**config.mk**
```make
export PLATFORM = sky130hd
export DESIGN_NAME = iob_reg_file_reader_flat
export DESIGN_NICKNAME = d
export VERILOG_FILES = /design/src/rtl/iob_reg_file_reader_if.sv /design/src/rtl/iob_reg_file_reader.sv /design/src/flat_wrapper.sv
export SDC_FILE = /design/constraint.sdc
export NUM_CORES = 1
export LEC_CHECK = 0
export CORE_MARGIN = 3
export CORE_UTILIZATION = 48
export DETAILED_ROUTE_END_ITERATION = 8
export HOLD_SLACK_MARGIN = 0.08
export PLACE_DENSITY = 0.89
export SYNTH_ARGS = -nofsm -noshare
export SYNTH_HDL_FRONTEND = slang
export SYNTH_SLANG_ARGS = --single-unit
```
**constraint.sdc**
```tcl
create_clock -name clk -period 4.1 [get_ports clk]
set_input_delay 0.615 -clock clk [delete_from_list [all_inputs] [get_ports clk]]
set_output_delay 0.615 -clock clk [all_outputs]
set_load 0.005 [all_outputs]
```
**src/rtl/iob_reg_file_reader_if.sv**
```systemverilog
// Output word stream of the register-file burst reader.
// The master drives valid/data/last and the slave drives ready.
interface iob_reg_file_reader_if #(
   parameter int DATA_WIDTH = 32
);
   logic                  m_valid;
   logic [DATA_WIDTH-1:0] m_data;
   logic                  m_last;
   logic                  m_ready;

   modport master (
      output m_valid,
      output m_data,
      output m_last,
      input  m_ready
   );

   modport slave (
      input  m_valid,
      input  m_data,
      input  m_last,
      output m_ready
   );
endinterface

```
**src/rtl/iob_reg_file_reader.sv**
```systemverilog
// Burst read engine for a register file with a combinational read port.
// A command walks len consecutive addresses, wrapping at the top of the
// memory. Each returned word goes into an output register that is held
// under backpressure.
module iob_reg_file_reader #(
   parameter int DATA_WIDTH = 32,
   parameter int ADDR_WIDTH = 10,
   parameter int LEN_WIDTH  = ADDR_WIDTH + 1
) (
   input  logic                  clk,
   input  logic                  rst,
   input  logic                  start,
   input  logic [ADDR_WIDTH-1:0] start_addr,
   input  logic [LEN_WIDTH-1:0]  len,
   output logic                  busy,
   output logic                  done,
   output logic [ADDR_WIDTH-1:0] rf_addr,
   input  logic [DATA_WIDTH-1:0] rf_rdata,
   iob_reg_file_reader_if.master m
);

   typedef enum logic [1:0] {
      ST_IDLE,
      ST_READ,
      ST_WAIT_LAST
   } state_t;

   state_t                state;
   logic [LEN_WIDTH-1:0]  remaining;
   logic                  m_valid_q;
   logic [DATA_WIDTH-1:0] m_data_q;
   logic                  m_last_q;
   logic                  load;

   // The output register can take a new word when it is empty or being drained.
   assign load = !m_valid_q || m.m_ready;

   // Drive the stream interface from the output register.
   assign m.m_valid = m_valid_q;
   assign m.m_data  = m_data_q;
   assign m.m_last  = m_last_q;

   // Command acceptance, address walk, output register and completion pulse.
   always_ff @(posedge clk) begin
      if (rst) begin
         state     <= ST_IDLE;
         busy      <= 1'b0;
         done      <= 1'b0;
         rf_addr   <= '0;
         remaining <= '0;
         m_valid_q <= 1'b0;
         m_data_q  <= '0;
         m_last_q  <= 1'b0;
      end else begin
         done <= 1'b0;
         case (state)
            ST_IDLE: begin
               if (start) begin
                  if (len != '0) begin
                     rf_addr   <= start_addr;
                     remaining <= len;
                     busy      <= 1'b1;
                     state     <= ST_READ;
                  end else begin
                     // An empty burst completes immediately without leaving IDLE.
                     done <= 1'b1;
                  end
               end
            end

            ST_READ: begin
               if (load) begin
                  m_data_q  <= rf_rdata;
                  m_valid_q <= 1'b1;
                  m_last_q  <= (remaining == LEN_WIDTH'(1));
                  rf_addr   <= rf_addr + 1'b1;
                  remaining <= remaining - 1'b1;
                  if (remaining == LEN_WIDTH'(1)) begin
                     state <= ST_WAIT_LAST;
                  end
               end
            end

            ST_WAIT_LAST: begin
               if (m_valid_q && m.m_ready) begin
                  m_valid_q <= 1'b0;
                  m_last_q  <= 1'b0;
                  busy      <= 1'b0;
                  done      <= 1'b1;
                  state     <= ST_IDLE;
               end
            end

            default: begin
               state <= ST_IDLE;
            end
         endcase
      end
   end

endmodule

```
**src/flat_wrapper.sv**
```systemverilog
// flat-port wrapper written by rule: the top's interface ports become plain ports
module iob_reg_file_reader_flat 
#(
   parameter int DATA_WIDTH = 32,
   parameter int ADDR_WIDTH = 10,
   parameter int LEN_WIDTH  = ADDR_WIDTH + 1
)
  (clk, rst, start, start_addr, len, busy, done, rf_addr, rf_rdata, m_m_valid, m_m_data, m_m_last, m_m_ready);
  iob_reg_file_reader_if #(.DATA_WIDTH(DATA_WIDTH)) m_i ();
  input  logic clk;
  input  logic rst;
  input  logic start;
  input  logic [ADDR_WIDTH-1:0] start_addr;
  input  logic [LEN_WIDTH-1:0] len;
  output logic busy;
  output logic done;
  output logic [ADDR_WIDTH-1:0] rf_addr;
  input  logic [DATA_WIDTH-1:0] rf_rdata;
  output wire logic [$bits(m_i.m_valid)-1:0] m_m_valid;
  output wire logic [$bits(m_i.m_data)-1:0] m_m_data;
  output wire logic [$bits(m_i.m_last)-1:0] m_m_last;
  input wire logic [$bits(m_i.m_ready)-1:0] m_m_ready;
  assign m_m_valid = m_i.m_valid;
  assign m_m_data = m_i.m_data;
  assign m_m_last = m_i.m_last;
  assign m_i.m_ready = m_m_ready;
  iob_reg_file_reader #(.DATA_WIDTH(DATA_WIDTH), .ADDR_WIDTH(ADDR_WIDTH), .LEN_WIDTH(LEN_WIDTH)) u_core (.clk(clk), .rst(rst), .start(start), .start_addr(start_addr), .len(len), .busy(busy), .done(done), .rf_addr(rf_addr), .rf_rdata(rf_rdata), .m(m_i));
endmodule
```
# Yosys cells after proc, flatten, opt, wreduce, memory -nomap -nowiden
# Cells that the tools add are included.
[word_totals]
reg_bits = 59
input_bits = 57
out_inout_bits = 46
[classes]
addsub = 2
n_eq_ne = 8
mux = 26
reduce_logical = 13
[ops]
columns = ["op", "count"]
rows = [
  ["two-way mux 11 bit", 3],
  ["two-way mux 10 bit", 3],
  ["case mux 11 bit (2 select lines)", 1],
  ["case mux 10 bit (2 select lines)", 1],
  ["== test 11 x 1 -> 1 bit, second input constant", 1],
  ["nonzero test 11 bit", 1],
  ["subtractor 11 x 1 -> 11 bit, second input constant", 1],
  ["adder 10 x 1 -> 10 bit, second input constant", 1],
  ["two-way mux 2 bit", 5],
  ["two-way mux 1 bit", 8],
  ["inequality test 2 x 1 -> 1 bit, second input constant", 4],
  ["case mux 1 bit (2 select lines)", 4],
  ["AND reduction 4 bit", 2],
  ["case mux 2 bit (3 select lines)", 1],
  ["nonzero test 2 bit", 3],
  ["AND reduction 5 bit", 1],
  ["AND reduction 3 bit", 1],
  ["== test 2 x 1 -> 1 bit, second input constant", 1],
  ["== test 2 bit, second input constant", 1],
  ["logical NOT 2 bit", 1],
  ["inequality test 2 bit, second input constant", 1],
  ["AND reduction 2 bit", 1],
  ["logical AND 1 bit", 1],
  ["logical NOT 1 bit", 1],
  ["logical OR 1 bit", 1],
]

# Depth between registers and ports, before layout
# Gate-level depths: netlist of run 1.
[depth]
word_depth = 4
mapped_depth = 8
depth_no_buf = 5

# Least setup slack after synthesis of run 1
# Ideal clock, no wire load.
[synth_timing]
kind = "input -> register"
from = "input len[5]"
to = "register u_core.rf_addr[2]"
arrival_ns = 1.591
path_slack_ns = 2.377
path_stages = 4
path_cell_list = "nor4_1 nand4_1 nand2_1 o32ai_1"
[synth_between]
elab_chain_len = 3
[synth_rtl]
columns = ["item", "line", "rtl"]
rows = [
  ["start: declaration", "flat_wrapper.sv:14", "input logic [LEN_WIDTH-1:0] len;"],
  ["nonzero test 11 bit", "iob_reg_file_reader.sv:59", "if (len != '0) begin"],
  ["inequality test 2 x 1 -> 1 bit (no line)", "n/a", ""],
  ["AND reduction 4 bit (no line)", "n/a", ""],
  ["end signal: assignment", "iob_reg_file_reader.sv:60", "rf_addr <= start_addr;"],
  ["end signal: assignment", "iob_reg_file_reader.sv:76", "rf_addr <= rf_addr + 1'b1;"],
  ["end: declaration", "iob_reg_file_reader.sv:17", "output logic [ADDR_WIDTH-1:0] rf_addr,"],
]
# Every way passes these cells.
# A chain may end at the register's enable or synchronous reset.

# Final worst setup path of run 1
[layout_timing]
from = "input m_m_ready"
to = "register u_core.rf_addr[0]"
[layout_between]
elab_chain_len = 3
[layout_rtl]
columns = ["item", "line", "rtl"]
rows = [
  ["start: declaration", "flat_wrapper.sv:22", "input wire logic [$bits(m_i.m_ready)-1:0] m_m_ready;"],
  ["logical OR 1 bit", "iob_reg_file_reader.sv:36", "assign load = !m_valid_q || m.m_ready;"],
  ["inequality test 2 x 1 -> 1 bit (no line)", "n/a", ""],
  ["AND reduction 4 bit (no line)", "n/a", ""],
]
# Every way passes these cells.

==> results.py, run 1 <==
metrics = {
    "layout": {
        "diodes": 0,
        "area_delta_synth_final_pct": 41.5,
        "stdcell_area_sq_um": 4010,
        "layout_common_cells": "clkdlybuf4s50_1 (101), nand2_1 (85), dfxtp_1 (59)",
        "drive_above_1_share": 0.0552,
        "post-route-util": 0.716,
        "nets": 508,
        "final_common_cell": "clkdlybuf4s50_1",
        "nFillCells": 442,
    },
    "hold_path": {
        "holdPathEnd": "u_core.m.m_data[29]",
        "min_path_cells": 2,
        "min_from": "u_core.m.m_data[29]",
        "hold_class": "flip-flop to flip-flop",
    },
    "sta": {
        "max_clock_freq_mhz": 410,
        "finalHoldViolations": 0,
        "tightest_slew_ps": 1190,
        "tns_ps": 0,
        "finalMaxSlewViolations": 0,
        "max-slew-margin-rel": 0.209,
        "rsz0062_at_grt": "no",
        "post-route-period-util": 0.594,
        "setup_violations": 0,
        "clock_skew_ps": 6.69,
        "finalCriticalPeriod_ps": 2440,
    },
    "floorplanning": {
        "die_width_microns": 82.9,
        "fp.dieH_microns": 82.9,
        "start_util": 0.506,
        "fp-row-count": 27,
        "core_sq_um": 5610,
        "io_pins": 103,
        "dieArea_sq_um": 6860,
    },
    "synthesis": {
        "synth-main-ff-cell": "dfxtp_1",
        "synthArstFlopShare": 0,
        "synth.net_count": 420,
        "synthDistinctLibCells": 48,
        "ys_ff_latch": 59,
        "yosys_warnings": 0,
        "synth_cells": 360,
        "synth_edf_count": 0,
        "avgSynthCellArea_sq_um": 7.88,
        "netlist_area_sq_um": 2840,
        "ys_seq_area_frac": 0.417,
    },
    "setup_path": {
        "cp.arrival_ps": 2660,
        "crit_fanout": 20,
        "path_class": "primary input to flip-flop",
        "slowest_delay_ps": 620,
        "required_ps": 4330,
        "end_kind": "flip-flop",
        "r2r_start": "u_core.state[0]",
        "worstPathCellList": "clkdlybuf4s50_1 > nor2b_1 > a21o_1 > nor2_1 > a311oi_1",
        "cp_slowest_cell": "a21o_1",
        "r2r_slack_ps": 1670,
        "worstReg2RegEnd": "u_core.m.m_data[19]",
        "rr_worst_depth": 4,
        "path_delay_family": "compound AO/OA/AOI/OAI gates",
        "start_kind": "primary input",
        "crit_buf_inv": 1,
    },
    "power_and_ir_drop": {
        "ir_worst_vdd_uv": 177,
        "switching_power_uw": 445,
        "p_int_uw": 1050,
        "p_clk_frac": 0.319,
        "total_leakage_power_uw": 0.00143,
        "swShare": 0.297,
        "combPwrFrac": 0.233,
        "p_seq_frac": 0.447,
        "finalPower_uw": 1500,
        "power_density_nw_per_um2": 373,
    },
    "global_route": {
        "groute.usage.overall": 0.231,
        "grt_pass1_wl_mm": 13.2,
        "grt_pass1_vias": 2773,
        "antenna_found_initial": 0,
        "grt_max_degree": 70,
        "overflow": 0,
    },
    "routing": {
        "viasPerCell": 5.76,
        "routed_wl_mm": 8.14,
        "num_vias": 3024,
        "wire_per_inst_microns": 15.5,
        "drtIter0Drc": 214,
        "dr.pass1.iters": 5,
        "antenna_left": 0,
        "drc_errors": 0,
    },
    "cts": {
        "clock_sinks": 59,
        "cts_buffer_depth": 2,
        "cts_setup_buffers": 0,
        "cts_resized": 0,
        "cts-root-buf": "clkbuf_8",
        "cts_tree": "done",
        "clk_latency_ps": 330,
        "ctsHoldBuffers": 0,
        "numCtsBuffers": 9,
        "clkTransAtPathRegs_ps": 70,
        "cts-htree-levels": 3,
    },
    "place": {
        "place_area_sq_um": 3830,
        "gp_congestion": 0.831,
        "post-dp-hpwl_mm": 5.54,
        "port_buffers": 102,
    },
    "job": {
        "cap_violations": 0,
    },
    "status": {
        "status": "finished clean",
    },
}
power groups by stage:
stage,combinational [uW],clock (uW),sequential (uW)
after floorplan,187,0,672
after global placement,336,0,677
after detailed placement,344,0,680
after CTS,348,486,668
after global routing,381,518,675
final,349,478,670
cell usage after synthesis (all sizes together), types with 2 or more instances:
library cell / n / area (sq um)
o21ai: 4 / 20.0
inv: 4 / 15.0
o32ai: 10 / 87.6
dfxtp: 59 / 1180
a31oi: 9 / 56.3
nor2b: 4 / 25.0
and2: 2 / 12.5
nand3b: 2 / 15.0
nand4: 2 / 12.5
nor4: 4 / 46.3
and4: 4 / 35.0
a21o: 3 / 22.5
buf: 12 / 73.8
or4: 2 / 15.0
a211oi: 7 / 52.6
clkbuf: 16 / 60.1
a311oi: 3 / 26.3
o31a: 3 / 26.3
nand2b: 14 / 95.1
nand2: 85 / 319
nand3: 9 / 45.0
ha: 3 / 37.5
a211o: 4 / 35.0
nor3: 14 / 70.1
o31ai: 4 / 30.0
nor2: 11 / 41.3
a21oi: 52 / 268
worst reg2reg max path, stage by stage, from the launching register on:
cell,delay (ps)
dfxtp_1,630
nand2b_4,350
nor2_2,1010
nand2_1,170
a21oi_1,180
logic make-up (layout without fill, tap and decap cells):
group	after synthesis	after routing	synth area share
AO/OA/AOI/OAI	108	108	0.246
adder cells (fa/ha/maj)	3	3	0.0132
buffers and inverters	32	125	0.0525
flip-flops	59	59	0.417
multiplexers	1	1	0.00353
AND/OR/NAND/NOR	157	157	0.268
how the worst max path moves through the flow:
stage	startpoint	endpoint	slack, ps	depth (start not counted)
final	m_m_ready	u_core.rf_addr[0]	1660	5
after detailed placement	m_m_ready	u_core.rf_addr[0]	1390	5
after global routing	u_core.state[0]	u_core.m.m_data[19]	1410	4
after floorplan	len[5]	u_core.rf_addr[2]	2380	4
after CTS	u_core.state[0]	u_core.m.m_data[19]	1650	4
after global placement	len[4]	u_core.remaining[8]	1410	5
area by class of cell:
cell class                 instances  area [sq um]  share of cell area
multi-input combinational        269          1510               0.376
sequential                        59          1180               0.294
timing repair buffer             105          1040               0.259
clock buffer                      12           155              0.0387
tap                               72          90.1              0.0225
clock inverter                     4          25.0             0.00624
inverter                           4          15.0             0.00374
flip-flops by register name (all words and copies together) (netlist names):
signal            count
u_core.m.m_valid      1
u_core.remaining     11
u_core.rf_addr       10
u_core.done           1
u_core.busy           1
u_core.m.m_last       1
u_core.state          2
u_core.m.m_data      32
routing by layer:
metal	vias up	track usage	share of wire
met5	-	0	0
met4	0	0.0892	0.020
met3	17	0.0565	0.081
met2	152	0.375	0.47
met1	1385	0.297	0.42
li1	1470	-	-
stage by stage:
| step | instances | worst slack [ps] | hold WS, ps |
|---|---|---|---|
| after floorplan | 360 | 2380 | 453 |
| after global placement | 509 | 1410 | 441 |
| after detailed placement | 509 | 1390 | 446 |
| after CTS | 525 | 1650 | 455 |
| after global routing | 525 | 1410 | 467 |
| final | 525 | 1660 | 455 |
Power figures use the tool's default switching activity.
==> inputs of run 2 (changes only) <==
CORE_UTILIZATION = 40   (was 48)
PLACE_DENSITY = 0.8   (was 0.89)
clock period = 2.2 ns   (was 4.1 ns; I/O delays follow)
==> results.py, run 2 (synthesis results as in run 1) <==
metrics = {
    "setup_path": {
        "path_class": "flip-flop to flip-flop",
        "start_kind": "flip-flop",
        "worstReg2RegEnd": "u_core.rf_addr[9]",
        "end_kind": "flip-flop",
        "required_ps": 2440,
        "crit_fanout": 18,
        "r2r_slack_ps": 350,
        "cp.arrival_ps": 2090,
        "r2r_start": "u_core.state[0]",
        "rr_worst_depth": 5,
    },
    "global_route": {
        "grt_pass1_vias": 2913,
        "met1_usage": 0.257,
        "grt_pass1_wl_mm": 13.7,
        "antenna_found_initial": 0,
        "overflow": 0,
        "grt_max_degree": 43,
        "groute.usage.overall": 0.199,
        "grt_util_met2": 0.325,
        "met3_usage": 0.0444,
        "busiest_layer": "met2",
    },
    "cts": {
        "clk_latency_ps": 330,
        "numCtsBuffers": 9,
        "cts_resized": 0,
        "cts-root-buf": "clkbuf_8",
        "cts_buffer_depth": 2,
        "cts-htree-levels": 3,
        "cts_tree": "done",
        "clkTransAtPathRegs_ps": 70,
        "cts_setup_buffers": 0,
        "clock_sinks": 59,
        "ctsHoldBuffers": 0,
    },
    "sta": {
        "max-slew-margin-rel": 0.510,
        "setup_violations": 0,
        "tns_ps": 0,
        "post-route-period-util": 0.841,
        "finalCriticalPeriod_ps": 1850,
        "finalMaxSlewViolations": 0,
        "finalHoldViolations": 0,
        "max_clock_freq_mhz": 540,
        "tightest_slew_ps": 735,
        "rsz0062_at_grt": "no",
        "clock_skew_ps": 11.0,
    },
    "floorplanning": {
        "fp-row-count": 30,
        "fp.dieH_microns": 90.2,
        "io_pins": 103,
        "core_sq_um": 6830,
        "start_util": 0.415,
        "dieArea_sq_um": 8130,
        "die_width_microns": 90.2,
    },
    "hold_path": {
        "min_from": "u_core.m.m_data[15]",
        "holdPathEnd": "u_core.m.m_data[15]",
        "hold_class": "flip-flop to flip-flop",
        "min_path_cells": 2,
    },
    "power_and_ir_drop": {
        "power_density_nw_per_um2": 726,
        "ir_worst_vdd_uv": 372,
        "finalPower_uw": 3040,
        "total_leakage_power_uw": 0.00152,
    },
    "place": {
        "port_buffers": 102,
        "post-dp-hpwl_mm": 5.64,
        "gp_congestion": 0.887,
        "place_area_sq_um": 3960,
    },
    "layout": {
        "layout_common_cells": "clkdlybuf4s50_1 (101), nand2_1 (85), dfxtp_1 (59)",
        "area_delta_synth_final_pct": 47.5,
        "largest_reg_flops": 32,
        "stdcell_area_sq_um": 4180,
        "drive_above_1_share": 0.0778,
        "nFillCells": 598,
        "diodes": 0,
        "nets": 519,
        "final_common_cell": "clkdlybuf4s50_1",
    },
    "routing": {
        "viasPerCell": 5.45,
        "antenna_left": 0,
        "routed_wl_mm": 8.19,
        "drtIter0Drc": 215,
        "num_vias": 3048,
        "drc_errors": 0,
        "wire_per_inst_microns": 14.6,
        "dr.pass1.iters": 5,
    },
    "status": {
        "status": "finished clean",
    },
    "job": {
        "cap_violations": 0,
    },
}
-- run 2: changes by cell type in the layout (fill, tap and decap cells not counted) --
cell	delta
bufinv_16	+2
buf_4	+10
buf_12	+1
clkinv_4	+1
clkinv_2	-1
clkbuf_1	-1
clkinvlp_4	-2
-- run 2: metrics by stage --
stage / hold slack (ps) / cells / worst slack (ps) / utilization
4_1_cts: 456 / 559 / 348 / 0.612
3_5_place_dp: 446 / 544 / 164 / 0.579
3_3_place_gp: 441 / 544 / 206 / 0.579
2_1_floorplan: 453 / 360 / 583 / -
6_report: 453 / 559 / 350 / 0.612
5_1_grt: 479 / 559 / 186 / 0.612
-- run 2: layer usage --
metal	vias up	wire (microns)
met4	0	172
met1	1388	3510
met5	-	0
met3	17	617
li1	1495	-
met2	148	3890
-- run 2: cell type report --
| type | count | area [sq um] | area share |
|---|---|---|---|
| clock buffer | 11 | 151 | 0.0362 |
| clock inverter | 4 | 73.8 | 0.0176 |
| inverter | 4 | 15.0 | 0.00359 |
| multi-input combinational | 269 | 1510 | 0.360 |
| sequential | 59 | 1180 | 0.282 |
| tap | 96 | 120 | 0.0287 |
| timing repair buffer | 116 | 1130 | 0.271 |
-- run 2: critical path, cell delays in order (launching register included) --
cell and delay, ps:
dfxtp_1 620, nor2b_1 340, buf_12 200, nand3_1 100
o31a_1 290, o32ai_1 220
-- run 2: how the worst max path moves through the flow --
stage	end	from	slack, ps
5_1_grt	u_core.remaining[10]	u_core.state[0]	190
6_report	u_core.rf_addr[9]	u_core.state[0]	350
3_5_place_dp	u_core.remaining[2]	m_m_ready	160
3_3_place_gp	u_core.remaining[5]	m_m_ready	210
4_1_cts	u_core.state[1]	u_core.state[0]	350
2_1_floorplan	u_core.rf_addr[5]	u_core.state[1]	580
-- run 2: where the power goes --
part	leakage, uW	internal, uW	switching, uW
registers	0.000485	1160	89.2
clock network	0.000115	693	427
logic	0.000919	358	313
total	0.00152	2210	829
